==> src/rtl/pool_window_feeder.sv <==
// Scans a row-major feature map in non-overlapping KxK windows. Each window's pixels go to a
// max-pool accumulator, and each window max goes to a row-major output buffer. Define
// `POOL_FEED_PAD_EN to keep partial edge windows (ceil dims); otherwise they are dropped.
module pool_window_feeder #(
  parameter int IMG_W = 28,
  parameter int IMG_H = 28,
  parameter int K     = 2,
  parameter int PIX_W = 12,
  parameter int RD_AW = 10,
  parameter int WR_AW = 8
) (
  input  logic             clk,
  input  logic             rst,
  input  logic             start,
  output logic             busy,
  output logic             done,
  output logic             rd_en,
  output logic [RD_AW-1:0] rd_addr,
  input  logic [PIX_W-1:0] rd_data,
  output logic [PIX_W-1:0] pool_pix,
  output logic             pool_clr,
  input  logic [PIX_W-1:0] pool_result,
  output logic             wr_en,
  output logic [WR_AW-1:0] wr_addr,
  output logic [PIX_W-1:0] wr_data
);

`ifdef POOL_FEED_PAD_EN
  localparam int OUT_W = (IMG_W + K - 1) / K;
  localparam int OUT_H = (IMG_H + K - 1) / K;
`else
  localparam int OUT_W = IMG_W / K;
  localparam int OUT_H = IMG_H / K;
`endif

  localparam int KC_W = (K > 1) ? $clog2(K) : 1;
  localparam int OX_W = (OUT_W > 1) ? $clog2(OUT_W) : 1;
  localparam int OY_W = (OUT_H > 1) ? $clog2(OUT_H) : 1;

  localparam logic [KC_W-1:0] K_LAST  = KC_W'(K - 1);
  localparam logic [OX_W-1:0] OX_LAST = OX_W'(OUT_W - 1);
  localparam logic [OY_W-1:0] OY_LAST = OY_W'(OUT_H - 1);

  typedef enum logic [2:0] {
    S_IDLE,
    S_CLR,
    S_READ,
    S_DRAIN,
    S_WRITE,
    S_DONE
  } state_e;

  state_e          state_q, state_d;
  logic [KC_W-1:0] kx_q, kx_d;
  logic [KC_W-1:0] ky_q, ky_d;
  logic [OX_W-1:0] ox_q, ox_d;
  logic [OY_W-1:0] oy_q, oy_d;
  logic            rd_vld_q;

  logic [31:0]      row_w;
  logic [31:0]      col_w;
  logic [RD_AW-1:0] rd_addr_w;
  logic [WR_AW-1:0] wr_addr_w;
  logic             elem_last;
  logic             elem_in_range;

  assign row_w     = 32'(oy_q) * 32'(K) + 32'(ky_q);
  assign col_w     = 32'(ox_q) * 32'(K) + 32'(kx_q);
  assign rd_addr_w = RD_AW'(row_w * 32'(IMG_W) + col_w);
  assign wr_addr_w = WR_AW'(32'(oy_q) * 32'(OUT_W) + 32'(ox_q));
  assign elem_last = (kx_q == K_LAST) && (ky_q == K_LAST);

`ifdef POOL_FEED_PAD_EN
  // Elements hanging off the map are skipped; with no read, the accumulator sees a 0.
  assign elem_in_range = (row_w < 32'(IMG_H)) && (col_w < 32'(IMG_W));
`else
  assign elem_in_range = 1'b1;
`endif

  always_comb begin
    // NOTE: every output of this block gets a default first, so no path infers a latch.
    state_d  = state_q;
    kx_d     = kx_q;
    ky_d     = ky_q;
    ox_d     = ox_q;
    oy_d     = oy_q;
    busy     = 1'b0;
    done     = 1'b0;
    rd_en    = 1'b0;
    pool_clr = 1'b0;
    wr_en    = 1'b0;

    unique case (state_q)
      S_IDLE: begin
        if (start) state_d = S_CLR;
      end
      S_CLR, S_READ: begin
        busy     = 1'b1;
        pool_clr = (state_q == S_CLR);
        rd_en    = elem_in_range;
        if (kx_q == K_LAST) begin
          kx_d = '0;
          ky_d = (ky_q == K_LAST) ? '0 : ky_q + 1'b1;
        end else begin
          kx_d = kx_q + 1'b1;
        end
        state_d = elem_last ? S_DRAIN : S_READ;
      end
      S_DRAIN: begin
        busy    = 1'b1;
        state_d = S_WRITE;
      end
      S_WRITE: begin
        busy  = 1'b1;
        wr_en = 1'b1;
        if (ox_q == OX_LAST) begin
          ox_d = '0;
          if (oy_q == OY_LAST) begin
            oy_d    = '0;
            state_d = S_DONE;
          end else begin
            oy_d    = oy_q + 1'b1;
            state_d = S_CLR;
          end
        end else begin
          ox_d    = ox_q + 1'b1;
          state_d = S_CLR;
        end
      end
      S_DONE: begin
        done    = 1'b1;
        state_d = S_IDLE;
      end
      default: state_d = S_IDLE;
    endcase
  end

  assign rd_addr  = rd_en ? rd_addr_w : '0;
  assign wr_addr  = wr_en ? wr_addr_w : '0;
  assign wr_data  = wr_en ? pool_result : '0;
  assign pool_pix = rd_vld_q ? rd_data : '0;

  always_ff @(posedge clk or posedge rst) begin
    if (rst) begin
      state_q  <= S_IDLE;
      kx_q     <= '0;
      ky_q     <= '0;
      ox_q     <= '0;
      oy_q     <= '0;
      rd_vld_q <= 1'b0;
    end else begin
      // NOTE: non-blocking assignments so every register samples pre-edge values.
      state_q  <= state_d;
      kx_q     <= kx_d;
      ky_q     <= ky_d;
      ox_q     <= ox_d;
      oy_q     <= oy_d;
      rd_vld_q <= rd_en;
    end
  end

endmodule

==> config.mk <==
export PLATFORM = sky130hd
export DESIGN_NAME = pool_window_feeder
export DESIGN_NICKNAME = d
export VERILOG_FILES = /design/src/rtl/pool_window_feeder.sv
export SDC_FILE = /design/constraint.sdc
export NUM_CORES = 1
export LEC_CHECK = 0
export CORE_AREA = 2 2 72 61
export DETAILED_ROUTE_END_ITERATION = 6
export DIE_AREA = 0 0 74 63
export HOLD_SLACK_MARGIN = 0.1
export PLACE_DENSITY = 0.89
export SYNTH_ARGS = -nofsm -noshare
export SYNTH_HDL_FRONTEND = slang
export SYNTH_SLANG_ARGS = --single-unit
==> constraint.sdc <==
create_clock -name clk -period 3.6 [get_ports clk]
set_clock_uncertainty 0.05 [all_clocks]
set_input_delay 0.36 -clock clk [delete_from_list [all_inputs] [get_ports clk]]
set_output_delay 0.36 -clock clk [all_outputs]
set_load 0.01 [all_outputs]
# Word level (Yosys, flattened, before mapping)
# Cells that the tools add are included.
# word_totals
reg_bits	14
in_bits	27
out_inout_bits	47
elab_cells	48
# classes
addsub	8
mul	2
eq_ne	8
muxes	18
n_reduce_logical	6
# op_table
cell	count
$mux W12	2
$add A5 B1 Y6	2
$pmux W3 S4	1
$add A10 B6 Y10	1
$mux W10	1
$mux W3	3
$add A4 B1 Y4 const B	2
$add A8 B4 Y8	1
$eq A4 B4 Y1 const B	2
$mul A6 B3 Y8 const B	1
$mux W1	8
$mux W4	2
$mux W8	1
$mul A4 B3 Y7 const B	1
$eq A3 B2 Y1 const B	2
$eq A3 B3 Y1 const B	2
$reduce_and A2 Y1	2
$reduce_or A4 Y1	1
$eq A3 B1 Y1 const B	1
$logic_not A3 Y1	1
$add A1 B1 Y1 const B	2
$ne A2 B2 Y1 const B	1
$reduce_or A2 Y1	1
$logic_and A1 B1 Y1	1

# Logic depth before layout (Yosys ltp)
# depth
ltp_word	4
ltp_mapped	9
ltp_nobuf	9

# Least setup slack after synthesis
# Ideal clock, no wire load.
# synth_path
kind	register to output
start	register oy_q[1]
end	output port rd_addr[9]
arrival_ns	2.507
slack_ns	0.683
path_stages_with_launch	9
n_path_buf	0
path_cell_list	dfrtp_1 -> fa_1 -> ha_1 -> fa_1 -> a21o_1 -> a21oi_1 -> xnor2_1 -> a31oi_1 -> nor3b_1
# synth_via
elab_chain_len	4
# synth_rtl
item	line_no	source
start: declaration	57	logic [OY_W-1:0] oy_q, oy_d;
start signal: assignment	157	oy_q <= oy_d;
$add A5 B1 Y6	67	assign row_w = 32'(oy_q) * 32'(K) + 32'(ky_q);
$mul A6 B3 Y8	69	assign rd_addr_w = RD_AW'(row_w * 32'(IMG_W) + col_w);
$add A10 B6 Y10	69	
$mux W10	138	assign rd_addr = rd_en ? rd_addr_w : '0;
end: declaration	18	output logic [RD_AW-1:0] rd_addr,
# Every way passes these cells.

# Worst setup path in the final report
# layout_path
start	register ky_q
end	output port rd_addr[7]
# layout_via
elab_chain_len	4
# layout_rtl
item	line_no	source
start: declaration	55	logic [KC_W-1:0] ky_q, ky_d;
start signal: assignment	155	ky_q <= ky_d;
$add A5 B1 Y6	67	
$mul A6 B3 Y8	69	
$add A10 B6 Y10	69	
$mux W10	138	
# Every way passes these cells.

==> qor.yml <==
clkTransAtPathRegs_ns: 0.05
detail_route.wl_per_cell_microns: 11.58
ys_warn_count: 0
p_comb_frac: 0.155
die_area_sq_um: 4662
clock_latency_ns: 0.24
cp-end-kind: "output pin"
cts_tree: "done"
p_sw_uw: 61.83
worstHoldPathType: "input port to asynchronous set/reset pin"
clockBufferDepth: 2
numCtsBuffers: 3
seq_power_share: 0.474
power.density_nw_per_um2: 131.4
drcViolationCount: 0
max_slew_margin: 0.6595
synth.avg_cell_area_sq_um: 8.643
cts.sinks: 14
syn_area_sq_um: 1590
critPathSlowestCell: "clkdlybuf4s50_1"
ys_ff_latch: 14
fp.dieW_microns: 74
max_stage_delay_ns: 0.54
grt_overflow: 0
fp-row-count: 21
synthArstFlopShare: 1.000
htreeDepth: 1
p_sw_frac: 0.1862
max_freq_mhz: 288.8
nets: 318
r2r_slack_ns: 1.78
cp.required_ns: 3.19
routabilityCongestion: 0.8845
worst_r2r_startpoint: "state_q[0]"
p_clk_frac: 0.371
ys.flop_type: "dfrtp_1"
ys_seq_area_frac: 0.2203
final_core_util: 0.6370
final_layout_size_suffix_gt1_frac: 0.1141
syn_inst: 184
crit_fanout: 5
syn_nets: 237
rsz0062_at_grt: "true"
power_leakage_uw: 0.001199
finalPower_uw: 332.1
maxCapViolCount: 0
track_usage: 0.1588
grt_max_degree: 17
status: "finished clean"
antenna_found_initial: 0
finalSetupViolCount: 0
r2r_cells: 7
tightestPinTransition_ns: 0.5102
die_h_microns: 63
arrival_ns: 3.05
start_util: 0.4008
hpwl_microns: 3173
first_iter_violations: 41
synth_edf_count: 0
io_buffers: 73
min_period_over_period: 0.9618
p_int_uw: 270.3
peakVddDrop_uv: 127.9
critPathLaunchType: "flip-flop"
diodes: 0
cts-root-buf: "clkbuf_8"
crit_chain: "fa_1 -> ha_1 -> fa_1 -> xnor2_1 -> nor3_1 -> buf_4 -> xnor2_1 -> nor2_1 -> clkdlybuf4s50_1"
synth_cell_types: 34
area_growth_pct: 58.93
path_class: "flip-flop to output pin"
coreArea_sq_um: 3968
detail-route-antenna-nets: 0
finalCriticalPeriod_ns: 3.462
vias: 1521
timing.rr.end: "oy_q[3]"
grt_pass1_vias: 1462
fill_cells: 331
routed_wl_microns: 3707
io_pins: 74
drv_slew: 0
vias_per_cell: 4.753
firstDrtPassIters: 4
grt_pass1_wl_microns: 6044
hold_viol: 0
[layout make-up]
| cell class | count | area, sq um | area share |
|---|---|---|---|
| multi-input cells | 153 | 1227 | 0.4856 |
| repair buffers | 79 | 779.5 | 0.3084 |
| flip-flops and latches | 14 | 354.1 | 0.1401 |
| well taps | 57 | 71.32 | 0.02822 |
| inverters | 14 | 53.80 | 0.02129 |
| clock buffers | 3 | 41.29 | 0.01634 |
[registers in the layout, summed over array words and instances, names as in the netlist]
| signal | flops |
|---|---|
| oy_q | 4 |
| ky_q | 1 |
| state_q | 3 |
| kx_q | 1 |
| rd_vld_q | 1 |
| ox_q | 4 |
[Yosys cell counts, drive strengths merged (4+ instances only)]
master,instances,area share
dfrtp,14,0.22
nor2,11,0.031
inv,13,0.031
ha,18,0.14
and2,32,0.13
nand2,12,0.038
a21oi,11,0.035
xor2,5,0.028
fa,8,0.10
xnor2,10,0.055
nor3,4,0.016
nor3b,5,0.024
nand3,4,0.013
o21ai,13,0.041
a21o,7,0.033
[placed cells by master (no fill, tap or decap), types with 5 or more instances in the layout]
| cell | count |
|---|---|
| and2_1 | 32 |
| xnor2_1 | 9 |
| o21ai_0 | 7 |
| nand2_1 | 10 |
| fa_1 | 5 |
| clkdlybuf4s50_1 | 70 |
| nor3b_1 | 5 |
| nor2_1 | 10 |
| a21o_1 | 7 |
| buf_4 | 6 |
| o21ai_1 | 5 |
| a21oi_1 | 9 |
| inv_1 | 12 |
| dfrtp_1 | 11 |
| ha_1 | 17 |
[layer usage]
metal,global-route usage,wire (microns)
met5,0,0
met4,0.01818,0
met3,0.04032,291
met2,0.2701,1739
met1,0.2074,1677
[critical path, delay by kind of cell (launching register included)]
family	cells	cell delay, ns
and+or+nand+nor	2	0.34
xor gates and xnor gates	2	0.23
adders and majority gates	3	1.10
DFF	1	0.44
buffers and inverters	2	0.71
[per-stage QoR]
stage / TNS [ns] / hold slack, ns / setup WS, ns / cells / instance area [sq um]
after detailed placement: 0 / 0.4089 / 0.1331 / 314 / 2402
after global placement: 0 / 0.4019 / 0.2414 / 314 / 2402
after global routing: -0.04101 / 0.4436 / -0.04101 / 320 / 2527
after CTS: 0 / 0.4142 / 0.004305 / 317 / 2461
after floorplan: 0 / 0.1992 / 0.6830 / 184 / 1590
final: 0 / 0.4009 / 0.1376 / 320 / 2527
[cells by family after synthesis]
logic type	Yosys count	synth area share
AND/OR/NAND/NOR	76	0.2825
AO/OA/AOI/OAI	36	0.1306
adder cells (fa/ha/maj)	26	0.2423
buffers and inverters	17	0.04169
XOR/XNOR	15	0.08261
flip-flops	14	0.2203
[power groups by stage]
stage | clock, uW | sequential [uW] | combinational [uW]
after floorplan | 0 | 160 | 11.5
after global placement | 0 | 160 | 51.6
after detailed placement | 0 | 160 | 52.4
after CTS | 129 | 157 | 52.3
after global routing | 135 | 157 | 55.6
final | 123 | 157 | 51.6
[how the worst max path moves through the flow]
stage / slack (ns) / cells past startpoint / from / to
2_1_floorplan: 0.68 / 8 / oy_q[1] / rd_addr[9]
3_3_place_gp: 0.24 / 9 / oy_q[0] / wr_addr[7]
3_5_place_dp: 0.13 / 9 / oy_q[2] / wr_addr[7]
4_1_cts: 0.004 / 9 / ky_q / rd_addr[8]
5_1_grt: -0.04 / 9 / ky_q / rd_addr[7]
6_report: 0.14 / 9 / ky_q / rd_addr[7]
[timing repair]
item / 4_1_cts / 5_1_grt
hold endpoints to repair: 0 / 0
buffers inserted: 0 / 3
hold buffers: 0 / 0
gates resized for setup: 7 / 12
setup endpoints to repair: 3 / 4
pin swaps: 1 / 0
cloned: 0 / 0
Note: power is estimated with default switching activity, not from simulation.
